--- config.mk ---
export PLATFORM = sky130hd
export DESIGN_NAME = regbank_mp
export DESIGN_NICKNAME = d
export VERILOG_FILES = /design/src/rtl/regbank_pkg.sv /design/src/rtl/regbank_clr_seq.sv /design/src/rtl/regbank_mp.sv
export SDC_FILE = /design/constraint.sdc
export NUM_CORES = 2
export LEC_CHECK = 0
export CORE_MARGIN = 3
export CORE_UTILIZATION = 45
export CTS_CLUSTER_DIAMETER = 200
export DETAILED_ROUTE_END_ITERATION = 16
export GPL_ROUTABILITY_DRIVEN = 0
export PLACE_DENSITY_LB_ADDON = 0.25
export SLEW_MARGIN = 30
export SYNTH_ARGS = -nofsm -noshare
export SYNTH_HDL_FRONTEND = slang
export SYNTH_SLANG_ARGS = --single-unit
--- constraint.sdc ---
create_clock -name clk -period 9.5 [get_ports clk]
set_clock_uncertainty 0.05 [all_clocks]
set_input_delay 2.375 -clock clk [delete_from_list [all_inputs] [get_ports clk]]
set_output_delay 2.375 -clock clk [all_outputs]
set_load 0.005 [all_outputs]
--- src/rtl/regbank_pkg.sv ---
// regbank_mp shared types, defaults and byte-merge helper.
// Imported by the register bank top and its clear sequencer.
package regbank_pkg;

   typedef enum logic {
      CLEAR,
      IDLE
   } state_t;

   localparam int DEF_DATA_W = 32;
   localparam int DEF_ADDR_W = 5;
   // Widest register the merge helper covers; narrower banks zero-extend.
   localparam int MAX_W      = 128;

   function automatic logic [MAX_W-1:0] byte_merge(
      input logic [MAX_W-1:0]   old_v,
      input logic [MAX_W-1:0]   nw_v,
      input logic [MAX_W/8-1:0] be
   );
      logic [MAX_W-1:0] r;
      r = old_v;
      for (int b = 0; b < MAX_W/8; b++) begin
         if (be[b]) r[8*b +: 8] = nw_v[8*b +: 8];
      end
      return r;
   endfunction

endpackage

--- src/rtl/regbank_clr_seq.sv ---
// Clear sequencer: walks every entry once after reset or on request.
// busy/clr_we stay high while the walk is in progress.
module regbank_clr_seq
   import regbank_pkg::*;
#(
   parameter int ADDR_W = DEF_ADDR_W
) (
   input  logic              clk,
   input  logic              reset_n,
   input  logic              clr_req,
   output logic              busy,
   output logic              clr_we,
   output logic [ADDR_W-1:0] clr_idx
);

   localparam logic [ADDR_W-1:0] LAST = '1;

   state_t            r_state;
   state_t            w_state_nxt;
   logic [ADDR_W-1:0] r_idx;
   logic [ADDR_W-1:0] w_idx_nxt;

   always_ff @(posedge clk or negedge reset_n) begin
      if (!reset_n) begin
         r_state <= CLEAR;
         r_idx   <= '0;
      end else begin
         r_state <= w_state_nxt;
         r_idx   <= w_idx_nxt;
      end
   end

   always_comb begin
      w_state_nxt = r_state;
      w_idx_nxt   = r_idx;
      unique case (r_state)
         CLEAR: begin
            w_idx_nxt = r_idx + ADDR_W'(1);
            if (r_idx == LAST) w_state_nxt = IDLE;
         end
         IDLE: begin
            if (clr_req) begin
               w_state_nxt = CLEAR;
               w_idx_nxt   = '0;
            end
         end
         default: w_state_nxt = CLEAR;
      endcase
   end

   assign busy    = (r_state == CLEAR);
   assign clr_we  = busy;
   assign clr_idx = r_idx;

endmodule

--- src/rtl/regbank_mp.sv ---
// Parametrised multi-read-port register bank with byte-enabled write,
// optional bypass, optional zero register and a hardware clear walk.
module regbank_mp
   import regbank_pkg::*;
#(
   parameter int DATA_W   = DEF_DATA_W,
   parameter int ADDR_W   = DEF_ADDR_W,
   parameter int NRD      = 2,
   parameter int BYPASS   = 1,
   parameter int ZERO_REG = 1
) (
   input  logic                  clk,
   input  logic                  reset_n,
   input  logic [NRD*ADDR_W-1:0] rd_addr,
   output logic [NRD*DATA_W-1:0] rd_data,
   input  logic                  wr_en,
   input  logic [ADDR_W-1:0]     wr_addr,
   input  logic [DATA_W-1:0]     wr_data,
   input  logic [DATA_W/8-1:0]   wr_be,
   output logic                  wr_ack,
   input  logic                  clr_req,
   output logic                  busy
);

   localparam int DEPTH = 2**ADDR_W;

   logic [DATA_W-1:0] r_mem [DEPTH];

   logic              w_busy;
   logic              w_clr_we;
   logic [ADDR_W-1:0] w_clr_idx;
   logic [DATA_W-1:0] w_wr_merge;

   regbank_clr_seq #(
      .ADDR_W (ADDR_W)
   ) u_clr_seq (
      .clk     (clk),
      .reset_n (reset_n),
      .clr_req (clr_req),
      .busy    (w_busy),
      .clr_we  (w_clr_we),
      .clr_idx (w_clr_idx)
   );

   assign busy   = w_busy;
   assign wr_ack = wr_en & ~w_busy & ~clr_req;

   assign w_wr_merge = DATA_W'(byte_merge(
      MAX_W'(r_mem[wr_addr]),
      MAX_W'(wr_data),
      (MAX_W/8)'(wr_be)));

   // Storage has no reset; the clear walk owns the write port while busy.
   always_ff @(posedge clk) begin
      if (w_clr_we)    r_mem[w_clr_idx] <= '0;
      else if (wr_ack) r_mem[wr_addr]   <= w_wr_merge;
   end

   for (genvar g = 0; g < NRD; g++) begin : g_rd
      logic [ADDR_W-1:0] w_ra;
      logic [DATA_W-1:0] w_rd;

      assign w_ra = rd_addr[g*ADDR_W +: ADDR_W];

      always_comb begin
         w_rd = r_mem[w_ra];
         if (ZERO_REG != 0 && w_ra == '0)
            w_rd = '0;
         else if (w_busy)
            w_rd = '0;
         else if (BYPASS != 0 && wr_ack && wr_addr == w_ra)
            w_rd = w_wr_merge;
      end

      assign rd_data[g*DATA_W +: DATA_W] = w_rd;
   end

endmodule

==> run metrics <==
hold_sp=u_clr_seq.clr_idx[0]$_DFFE_PN0P_; DR WL met3=32390 um; sequential area share after synthesis=52.78%; unrepaired setup endpoints after global routing=false; Clk network pwr share=35.0%; via count=43200; period utilization=93.80%; Avg Inst Size Synth=14.44 um2; critical-path cell list=clkdlybuf4s50_1 -> buf_4 -> xor2_1 -> or4_2 -> o22ai_1 -> clkdlybuf4s50_1; R2R Path End=r_mem[26][2]$_DFFE_PP_; leading area contributor after synthesis=edfxtp_1; Crit-path slowest cell=or4_2; Sequential Power Share=44.6%; Layout area overhead=12.42%; WL/cell=38.72 um; most common cell in the netlist=edfxtp_1; die width=366.7 um; drt drc=0; Arr. time, crit path=6.49 ns; Final ANT Viol Nets=0; Tot Pwr=13.04 mW; chip height=366.7 um; number of flops mapped to enable cells by yosys=1024; CTS clk-pin slew, worst paths=0.07 ns; CP Launch Type=input pin; Synthesis Warnings=0; VDD IR max=0.1575 mV; Comb pwr share=20.4%; highest routed layer=met5; Netlist cell types=59; Most Frequent Cell on Critical Path=clkdlybuf4s50_1; met1 wire length=86820 um; Port Buffer Count=120; reg2reg setup slack=5.08 ns; hold endpoint=u_clr_seq.clr_idx[0]$_DFFE_PN0P_; crit-path max FO=18; vias in the first global route=41020; fin area=65820 um2; P per Cell Area=198.1 nW/um2; first-pass GRT wire length=315300 um; TritonCTS clock tree=yes; Hold Path Depth=1; CTS Sinks=1030; Rows=131; Synth Cell Area=58540 um2; post-synth net total=4110; status=completed; Synth top cells by count=edfxtp_1, mux2i_1, a22oi_1, mux2_2, mux4_2; Setup CP Type=in -> out; largest cells by area after synthesis=edfxtp_1, mux2i_1, mux4_2; via/cell ratio=7.309; post-CTS sizing=0; layout net count=4145; Slew Viols, Final=0; setup TNS=0 ns; Post-DP HPWL=130600 um; Fin. Hold Viols=0; starting density of the core=45.62%; crit end category=primary output; GRT overflow=0; Worst Path Required=7.08 ns; Post-synth ARST share=0.5825%; internal power=9.115 mW; antenna violations before repair=8; Yosys top cell area share=52.52%; DR pass1 iterations=6; r2r worst-path depth=9; Max Cap Viol=0; drt initial violations=7688; Post-Place Cells=5699; ys flop type=edfxtp_1; Worst-Margin Slew=1.120 ns; Leak=23.29 nW; IO Count=121; minimum hold slack=0.5358 ns; Critical R2R Launch=u_clr_seq.r_state$_DFF_PN0_; share of cells above drive strength 1=23.37%; fin crit period=8.911 ns; placed instance area=61870 um2; CP max stage delay=1.09 ns; Setup Buffers After CTS=0; fmax=112.2 MHz; HP Class=reg -> reg; Sw Share=30.08%; CTS max path bufs=3; largest net degree at the start of global routing=103; routed wl met2=95860 um; CORE AREA=128300 um2; NetSw=3.922 mW; cts bufs inserted=109; Final Non-Filler Cells=5911; FF+latch count, synth=1030; Total Routing Usage GR=32.94%; max_slew headroom=25.36%; die area=134500 um2; clock latency on the worst-skew pair=0.74 ns; H-tree depth=3; Setup violations, final=0; DRT Wirelength=228900 um; Syn Inst Count=4053; hold buffer count at cts=0; CTS root buffer=clkbuf_16
## critical path: cells and delay by family
kind	cells	cell delay, ns
xor gates and xnor gates	1	0.14
and+or+nand+nor	1	1.09
buffers and inverters	3	1.92
AOI/OAI and AO/OA	1	0.93
## registers in the layout, indices dropped and copies added (netlist names)
register	count
u_clr_seq.clr_idx	5
r_mem	1024
u_clr_seq.r_state	1
## final cells by class
| type | instances | area (um2) |
|---|---|---|
| diodes | 5 | 12.51 |
| fillers | 10530 | 62520 |
| clock inverters | 67 | 913.4 |
| clock buffers | 133 | 2839 |
| inverters | 5 | 18.77 |
| multi-input cells | 2657 | 26100 |
| well taps | 1729 | 2163 |
| flip-flops and latches | 1030 | 30900 |
| repair buffers | 285 | 2872 |
## power groups by stage
| stage | clock (mW) | sequential, mW | combinational [mW] |
|---|---|---|---|
| floorplan | 0 | 5.80 | 1.42 |
| global placement | 0 | 5.87 | 2.51 |
| detailed placement | 0 | 5.88 | 2.54 |
| CTS | 4.57 | 5.79 | 2.55 |
| global route | 4.77 | 5.84 | 2.71 |
| finish | 4.56 | 5.81 | 2.66 |
## worst max-delay path by stage
stage / startpoint / to / slack (ns) / cells past startpoint
5_1_grt: wr_addr[4] / rd_data[32] / 0.55 / 6
3_3_place_gp: wr_addr[4] / rd_data[32] / 0.88 / 6
3_5_place_dp: wr_addr[4] / rd_data[32] / 0.81 / 6
4_1_cts: wr_addr[4] / rd_data[32] / 0.80 / 6
2_1_floorplan: rd_addr[6] / rd_data[39] / 3.18 / 8
6_report: wr_addr[4] / rd_data[32] / 0.59 / 6
## logic make-up (layout without fill, tap and decap cells)
group	after synthesis	in the layout	synth area share [%]
buffers and inverters	366	490	3.420
AO/OA/AOI/OAI	720	720	8.906
multiplexers	1409	1409	30.18
flip-flops	1030	1030	52.78
adder cells (fa/ha/maj)	2	2	0.04274
XOR/XNOR	12	12	0.1795
AND/OR/NAND/NOR	514	514	4.490
other	0	5	0
## cell usage in the layout (no fill, tap or decap), types with 36 or more instances in the layout
cell / netlist / layout
o22ai_1: 100 / 100
mux2i_1: 863 / 863
clkbuf_16: 0 / 110
mux2_2: 290 / 290
edfxtp_1: 1024 / 1024
nand3_1: 36 / 36
mux4_2: 256 / 256
a22oi_1: 320 / 320
nand2_1: 115 / 115
nand4_1: 97 / 97
buf_4: 52 / 139
nor2_1: 151 / 117
clkdlybuf4s50_1: 0 / 108
a21oi_1: 82 / 82
## layer usage
layer  up-vias  global-route usage, %
met1     21950                  45.71
li1      16830                      -
met3       740                  9.614
met5         -                0.07123
met2      3678                  46.63
met4         6                  17.53
## per-stage QoR
stage	utilization, %	setup WS [ns]
2_1_floorplan	-	3.184
5_1_grt	51.27	0.5534
6_report	51.28	0.5895
3_3_place_gp	48.09	0.8842
4_1_cts	51.14	0.8043
3_5_place_dp	48.21	0.8075
(Power assumes the default switching activity.)
